### config.mk
export PLATFORM = sky130hd
export DESIGN_NAME = phase_detector_tdc
export DESIGN_NICKNAME = d
export VERILOG_FILES = /design/src/rtl/phase_detector_tdc.sv
export SDC_FILE = /design/constraint.sdc
export NUM_CORES = 1
export LEC_CHECK = 0
export ABC_CLOCK_PERIOD_IN_PS = 2700
export BUFFER_PORTS_ARGS = -buffer_cell sky130_fd_sc_hd__buf_2
export CORE_MARGIN = 2
export CORE_UTILIZATION = 60
export DETAILED_ROUTE_END_ITERATION = 16
export PLACE_DENSITY = 0.8
export SYNTH_ARGS = -nofsm -noshare
export SYNTH_HDL_FRONTEND = slang
export SYNTH_SLANG_ARGS = --single-unit
### constraint.sdc
create_clock -name fpga_clk_i -period 2.7 [get_ports fpga_clk_i]
set_input_delay 0 -clock fpga_clk_i [delete_from_list [all_inputs] [get_ports fpga_clk_i]]
set_output_delay 0 -clock fpga_clk_i [all_outputs]
set_load 0.01 [all_outputs]
### src/rtl/phase_detector_tdc.sv
// Signed time-to-digital phase detector: counts fpga_clk cycles between matching edges of the
// reference and generated clocks, with lead/lag sign, saturation, missed-edge flag and averaging.
`timescale 1ns/1ps
module phase_detector_tdc #(
  parameter int unsigned WIDTH       = 8,
  parameter int unsigned SYNC_STAGES = 2,
  parameter int unsigned EDGE_SEL    = 0,
  parameter int unsigned AVG_LOG2    = 2
) (
  input  logic             fpga_clk_i,
  input  logic             reset_n_i,
  input  logic             reference_i,
  input  logic             generated_i,
  output logic [WIDTH-1:0] pd_cycles_o,
  output logic             pd_valid_o,
  output logic             pd_sat_o,
  output logic             pd_missed_o,
  output logic [WIDTH-1:0] avg_cycles_o,
  output logic             avg_valid_o
);

  localparam logic [WIDTH-1:0] CntMax = {1'b0, {(WIDTH-1){1'b1}}};

  typedef enum logic [1:0] {StIdle, StRefFirst, StGenFirst} state_e;

  logic [SYNC_STAGES-1:0] ref_sync_q, gen_sync_q;
  logic                   ref_prev_q, gen_prev_q;
  logic                   ref_lvl, gen_lvl;
  logic                   ref_rise, ref_fall, gen_rise, gen_fall;
  logic                   ref_edge, gen_edge;

  state_e           state_q;
  logic             pol_q;
  logic [WIDTH-1:0] count_q, cnt_inc;
  logic [WIDTH-1:0] pd_cycles_q;
  logic             pd_valid_q, pd_sat_q, pd_missed_q;

  // Identical chains on both inputs keep their relative delay intact.
  always_ff @(posedge fpga_clk_i or negedge reset_n_i) begin
    if (!reset_n_i) begin
      ref_sync_q <= '0;
      gen_sync_q <= '0;
      ref_prev_q <= 1'b0;
      gen_prev_q <= 1'b0;
    end else begin
      ref_sync_q <= {ref_sync_q[SYNC_STAGES-2:0], reference_i};
      gen_sync_q <= {gen_sync_q[SYNC_STAGES-2:0], generated_i};
      ref_prev_q <= ref_lvl;
      gen_prev_q <= gen_lvl;
    end
  end

  assign ref_lvl  = ref_sync_q[SYNC_STAGES-1];
  assign gen_lvl  = gen_sync_q[SYNC_STAGES-1];
  assign ref_rise = ref_lvl & ~ref_prev_q;
  assign ref_fall = ~ref_lvl & ref_prev_q;
  assign gen_rise = gen_lvl & ~gen_prev_q;
  assign gen_fall = ~gen_lvl & gen_prev_q;

  assign ref_edge = (EDGE_SEL == 0) ? ref_rise :
                    (EDGE_SEL == 1) ? ref_fall : (ref_rise | ref_fall);
  assign gen_edge = (EDGE_SEL == 0) ? gen_rise :
                    (EDGE_SEL == 1) ? gen_fall : (gen_rise | gen_fall);

  assign cnt_inc = count_q + 1'b1;

  always_ff @(posedge fpga_clk_i or negedge reset_n_i) begin
    if (!reset_n_i) begin
      state_q     <= StIdle;
      pol_q       <= 1'b0;
      count_q     <= '0;
      pd_cycles_q <= '0;
      pd_valid_q  <= 1'b0;
      pd_sat_q    <= 1'b0;
      pd_missed_q <= 1'b0;
    end else begin
      pd_valid_q  <= 1'b0;
      pd_sat_q    <= 1'b0;
      pd_missed_q <= 1'b0;
      unique case (state_q)
        StIdle: begin
          if (ref_edge && gen_edge && (ref_lvl == gen_lvl)) begin
            pd_cycles_q <= '0;
            pd_valid_q  <= 1'b1;
          end else if (ref_edge) begin
            state_q <= StRefFirst;
            count_q <= '0;
            pol_q   <= ref_lvl;
          end else if (gen_edge) begin
            state_q <= StGenFirst;
            count_q <= '0;
            pol_q   <= gen_lvl;
          end
        end
        StRefFirst: begin
          if (gen_edge && (gen_lvl == pol_q)) begin
            pd_cycles_q <= cnt_inc;
            pd_valid_q  <= 1'b1;
            state_q     <= StIdle;
          end else if (ref_edge) begin
            pd_missed_q <= 1'b1;
            count_q     <= '0;
            pol_q       <= ref_lvl;
          end else if (cnt_inc == CntMax) begin
            pd_cycles_q <= CntMax;
            pd_valid_q  <= 1'b1;
            pd_sat_q    <= 1'b1;
            state_q     <= StIdle;
          end else begin
            count_q <= cnt_inc;
          end
        end
        StGenFirst: begin
          if (ref_edge && (ref_lvl == pol_q)) begin
            pd_cycles_q <= -cnt_inc;
            pd_valid_q  <= 1'b1;
            state_q     <= StIdle;
          end else if (gen_edge) begin
            pd_missed_q <= 1'b1;
            count_q     <= '0;
            pol_q       <= gen_lvl;
          end else if (cnt_inc == CntMax) begin
            pd_cycles_q <= -CntMax;
            pd_valid_q  <= 1'b1;
            pd_sat_q    <= 1'b1;
            state_q     <= StIdle;
          end else begin
            count_q <= cnt_inc;
          end
        end
        default: state_q <= StIdle;
      endcase
    end
  end

  assign pd_cycles_o = pd_cycles_q;
  assign pd_valid_o  = pd_valid_q;
  assign pd_sat_o    = pd_sat_q;
  assign pd_missed_o = pd_missed_q;

  if (AVG_LOG2 > 0) begin : g_avg
    localparam int unsigned AccW = WIDTH + AVG_LOG2;

    logic [AccW-1:0]     acc_q, acc_sum;
    logic [AVG_LOG2-1:0] win_q;
    logic [WIDTH-1:0]    avg_q;
    logic                avg_valid_q;
    logic                unused_sum_lsb;

    assign acc_sum        = acc_q + {{AVG_LOG2{pd_cycles_q[WIDTH-1]}}, pd_cycles_q};
    assign unused_sum_lsb = ^acc_sum[AVG_LOG2-1:0];

    always_ff @(posedge fpga_clk_i or negedge reset_n_i) begin
      if (!reset_n_i) begin
        acc_q       <= '0;
        win_q       <= '0;
        avg_q       <= '0;
        avg_valid_q <= 1'b0;
      end else begin
        avg_valid_q <= 1'b0;
        if (pd_valid_q) begin
          if (win_q == '1) begin
            // Dropping the low bits of the two's-complement sum floors toward -inf.
            avg_q       <= acc_sum[AccW-1:AVG_LOG2];
            avg_valid_q <= 1'b1;
            acc_q       <= '0;
            win_q       <= '0;
          end else begin
            acc_q <= acc_sum;
            win_q <= win_q + 1'b1;
          end
        end
      end
    end

    assign avg_cycles_o = avg_q;
    assign avg_valid_o  = avg_valid_q;
  end else begin : g_no_avg
    assign avg_cycles_o = pd_cycles_q;
    assign avg_valid_o  = pd_valid_q;
  end

endmodule

# After elaboration in Yosys (flattened, before gate mapping)
# Cells that the tools add are included.
# totals
wordCells,103
out_inout_bits,20
regBits,49
inputBits,4
# op_classes
n_reduce_logical,11
n_addsub,4
bitwise_logic,4
eq_ne,17
n_mux,52
# ops
operator,count
$mux W8,15
$pmux W8 S3,2
$mux W1,20
$mux W2,9
$ne A3 B3 Y1 const B,5
$add A10 B10 Y10,1
$mux W10,1
$ne A2 B2 Y1 const B,5
$reduce_and A5 Y1,2
$add A8 B1 Y8 const B,1
$eq A8 B7 Y1 const B,1
$neg A8 Y8,1
$pmux W1 S3,2
$pmux W2 S3,1
$reduce_and A6 Y1,1
$eq A2 B2 Y1 const B,2
$logic_and A1 B1 Y1,4
$pmux W1 S2,2
$reduce_and A4 Y1,1
$eq A1 B1 Y1,3
$reduce_bool A3 Y1,1
$add A2 B1 Y2 const B,1
$and A1 B1 Y1,2
$eq A2 B1 Y1 const B,1
other kinds (3),4

# Logic depth before layout (Yosys ltp)
# depth
depth_word,6
mapped_depth,10
depth_no_buf,8

# Worst setup path after synthesis
# OpenSTA, ideal clock, no wires.
# synth_timing
path_kind,register to register
startpoint,register count_q[1]
endpoint,register pd_cycles_q[0] (netlist: pd_cycles_o[0])
arrival_time_ps,2190
slack_ps,386
synth_period_minus_slack_ps,2314
required_time_ps,2575
path_buffers,2
stages_incl_launch_ff,10
setup_time_ps,125
path_cell_list,dfrtp_1 -> ha_1 -> buf_4 -> or2b_1 -> nor4_1 -> a31oi_1 -> o31a_1 -> buf_4 -> nor2_4 -> mux2_2
# synth_between
elab_chain_len,4
elab_cells_between_ends,5
cone_classes,1 x add/sub; 3 x eq/ne; 1 x reduce/logical
# synth_rtl
element,line_no,text
start: declaration,34,"logic [WIDTH-1:0] count_q, cnt_inc;"
start signal: assignment,110,count_q <= cnt_inc;
start signal: assignment,128,count_q <= cnt_inc;
$add A8 B1 Y8 (*),65,assign cnt_inc = count_q + 1'b1;
$eq A8 B7 Y1 (*),"104, 122",
$ne A3 B3 Y1 (no line),--,
$reduce_and A6 Y1 (no line) (*),--,
end signal: assignment,105,pd_cycles_q <= CntMax;
end signal: assignment,115,pd_cycles_q <= -cnt_inc;
end signal: assignment,123,pd_cycles_q <= -CntMax;
end: declaration,35,logic [WIDTH-1:0] pd_cycles_q;
# Mark *: on every way between the ends. The rest lies on a longest branch, timed or not.
# A chain may end at the register's enable or synchronous reset.

# Worst setup path in the final report
# layout_timing
startpoint,register pd_cycles_q[0] (netlist: pd_cycles_o[0])
endpoint,register g_avg.acc_q[8]
# layout_between
elab_chain_len,2
# layout_rtl
element,line_no,text
start signal: assignment,97,pd_cycles_q <= cnt_inc;
start signal: assignment,105,
start signal: assignment,115,
$add A10 B10 Y10,150,"assign acc_sum = acc_q + {{AVG_LOG2{pd_cycles_q[WIDTH-1]}}, pd_cycles_q};"
$mux W10,162,if (win_q == '1) begin
end signal: assignment,169,acc_q <= acc_sum;
end: declaration,144,"logic [AccW-1:0] acc_q, acc_sum;"
# Every way passes these cells.

==> results_dict.tcl <==
set metrics [dict create \
    status "complete, no violations" \
    avgSynthCellArea_um2 9.23 \
    gp_congestion 0.879 \
    critPathCaptureType "flop" \
    grt_use_met3 0.0489 \
    crit_chain "ha_1, fa_1, a21o_1, a21oi_1, o21ai_0, o41ai_1, xor2_1, o22ai_1" \
    synth_fp_nets 355 \
    synth_cells 334 \
    rsz0062_at_grt "no" \
    grt_overflow 0 \
    cts_sinks 49 \
    track_usage 0.255 \
    yosys_warnings 0 \
    grt_max_degree 32 \
    setup_violations 0 \
    path_clk_slew_ps 100 \
    synth_seq_cells 49 \
    wl_per_cell_um 15.8 \
    synth-edff-count 0 \
    period_minus_slack_ps 2560 \
    synth_compound_gate_area_share 0.223 \
    gr-usage-met2 0.375 \
    drcViolationCount 0 \
    antennaDiodeCount 0 \
    core_um2 5040 \
    slew_headroom 0.541 \
    post-route-util 0.669 \
    synth_top_family_by_area "compound AO/OA/AOI/OAI gates" \
    fillers 417 \
    switching_share 0.416 \
    comb_power_share 0.467 \
    via_count 2629 \
    path_delay_family "compound AO/OA/AOI/OAI gates" \
    cp.required_ps 2880 \
    seqCellArea_um2 1230 \
    htreeDepth 2 \
    yosys.area.top_type_share 0.398 \
    dpl_cell_area_um2 3230 \
    synth_mux_area_frac 0.0223 \
    io_pins 24 \
    cp_max_fo 3 \
    power_frac_seq 0.359 \
    drt-pass1-iter-count 5 \
    yosys.area.top_type "dfrtp_1" \
    critPathLaunchType "flop" \
    timing.setup.tns_ps 0 \
    worst_pin_slew_ps 688 \
    synthAdderAreaFrac 0.0714 \
    area_delta_synth_final_pct 9.37 \
    gr-max-usage-layer "met1" \
    crit_slowest_cell "dfrtp_1" \
    dp_hpwl_mm 4.98 \
    drv_slew 0 \
    yosys.cell_types.count 67 \
    path_class "reg2reg" \
    numCtsBuffers 5 \
    routed_wl_mm 6.74 \
    first_iter_violations 257 \
    synthFlopType "dfrtp_1" \
    fmax_mhz 390 \
    drive_above_1_share 0.151 \
    hp-class "in2async" \
    met1_usage 0.383 \
    multi_input_area_um2 1670 \
    path_buf_inv 0 \
    placement.io_buffers 23 \
    maxCapViolCount 0 \
    synth-simple-area-share 0.171 \
    tritoncts "done" \
    ys_seq_area_frac 0.398 \
    grt_pass1_wl_mm 10.9 \
    fin_skew_ps 12.4 \
    dp_cells 416 \
    whs_ps 255 \
    async_flop_share 1.00 \
    reg2reg_slack_ps 140 \
    pwr_density_cell_nw_per_um2 918 \
    p_leak_nw 1.55 \
    critPathLaunch "pd_cycles_o[0]" \
    start_util 0.611 \
    finalNonFillerCells 427 \
    critPathMaxStageDelay_ps 420 \
    finalHoldViolCount 0 \
    design_area_um2 3370 \
    cts-root-buf "clkbuf_8" \
    grt_pass1_vias 2272 \
    p_switching_mw 1.29 \
    synth_xor_area_frac 0.0524 \
    clock_latency_ps 310 \
    fp.dieW_um 75.7 \
    antenna_found_initial 0 \
    critPathArrivalTime_ps 2740 \
    min_period_over_period 0.949 \
    final_antenna_net_count 0 \
    nets 377 \
    reg2reg_from "pd_cycles_o[0]" \
    synth_area_um2 3080 \
    die_y_um 75.7 \
    rows 26 \
    cts_buffer_depth 2 \
    p_int_mw 1.81 \
    dieArea_um2 5730 \
    vias_per_cell 6.16 \
    vdd_ir_drop_max_v 0.000585 \
    synthTopCellsByArea "dfrtp_1, ha_1, o21ai_0" \
    clkPwrFrac 0.175 \
]
-- state kept, by name, indices dropped and copies added (netlist names) --
signal	count
ref_sync_q	2
pd_cycles_o	8
g_avg.win_q	2
pd_valid_o	1
pd_missed_o	1
g_avg.acc_q	10
avg_valid_o	1
pol_q	1
gen_prev_q	1
gen_sync_q	2
state_q	2
pd_sat_o	1
ref_prev_q	1
avg_cycles_o	8
count_q	8
-- cells in the mapped netlist, types with 6 or more instances --
master     n
inv_1     22
nand3_1    9
nand2b_1   6
a21oi_1   17
nor3_1     6
o22ai_1   14
xor2_1     7
dfrtp_1   49
nor2_1    16
ha_1      16
clkbuf_1   8
nand2_1   34
o21ai_0   30
xnor2_1    7
-- through the flow --
step | setup WS (ps) | power [mW]
6_report | 138 | 3.10
2_1_floorplan | 386 | 2.18
3_5_place_dp | 219 | 2.55
3_3_place_gp | 302 | 2.51
4_1_cts | 191 | 3.11
5_1_grt | 17.1 | 3.34
-- layout by cell type (no fill, tap or decap), types with 2 or more instances in the layout --
cell type / synthesis / routed
a22oi_1: 4 / 4
o22ai_1: 14 / 14
o21bai_1: 2 / 2
o41ai_1: 4 / 4
dlygate4sd3_1: 0 / 3
a211o_1: 2 / 2
o21ai_1: 2 / 2
nand2b_1: 6 / 6
mux2_2: 3 / 3
o31a_1: 2 / 2
xnor2_1: 7 / 7
nand3b_1: 4 / 4
a31oi_1: 2 / 2
buf_2: 3 / 23
nor2_1: 16 / 16
and3_1: 5 / 5
nor3_1: 6 / 6
o211ai_1: 2 / 2
buf_4: 3 / 7
nor4_1: 3 / 3
ha_1: 16 / 16
inv_1: 22 / 22
o31ai_1: 4 / 4
nand3_1: 9 / 9
mux2i_1: 2 / 2
and2_1: 2 / 2
a21boi_0: 2 / 2
nand2_1: 34 / 34
a21oi_1: 17 / 17
o21ai_0: 30 / 30
xor2_1: 7 / 7
nor2b_1: 3 / 3
dfrtp_1: 49 / 49
clkbuf_8: 0 / 5
and2_2: 2 / 2
a21o_1: 3 / 3
-- per-layer routing --
layer  up-vias  part of all wire
met5         -                 0
met4         0             0.020
met3        16             0.055
met2        85              0.46
met1      1277              0.46
li1       1251                 -
-- power groups by stage --
stage               sequential, mW  clock (mW)  combinational (mW)
floorplan                     1.11           0                1.07
global placement              1.12           0                1.39
detailed placement            1.13           0                1.42
CTS                           1.11       0.555                1.44
global route                  1.14       0.580                1.62
finish                        1.11       0.541                1.45
-- cells by family (layout without fill, tap and decap cells) --
group	Yosys count	count (layout)
AO/OA/AOI/OAI	104	104
AND/OR/NAND/NOR	102	102
flip-flops	49	49
buffers and inverters	40	63
adder cells (fa/ha/maj)	17	17
XOR/XNOR	16	16
multiplexers	6	6
-- final cells by class --
cell class,count,share of cell area
inverters,22,0.0245
repair buffers,33,0.0586
flip-flops and latches,49,0.364
multi-input cells,245,0.494
clock buffers,5,0.0204
clock inverters,3,0.0130
well taps,70,0.0260
-- worst reg2reg max path, delay by kind of cell (launching register included) --
kind,cells,cell delay (ps)
XOR/XNOR,1,230
adder cells (fa/ha/maj),2,650
AO/OA/AOI/OAI,5,1140
flip-flops,1,420
-- path summary, 6_finish.rpt --
kind	to	cells past startpoint
setup / recovery	g_avg.acc_q[8]	8
min in group fpga_clk_i	ref_sync_q[0]	2
max in group asynchronous	pd_cycles_o[1]	3
hold / removal	count_q[6]	2
setup reg to reg	g_avg.acc_q[8]	8
hold reg to reg	ref_sync_q[1]	0
-- timing repair --
action / CTS / global route
buffers inserted: 0 / 0
hold buffers: 3 / 0
hold endpoints to repair: 32 / 0
gates resized for setup: 0 / 0
No activity file was read; power rests on OpenSTA's default activity.
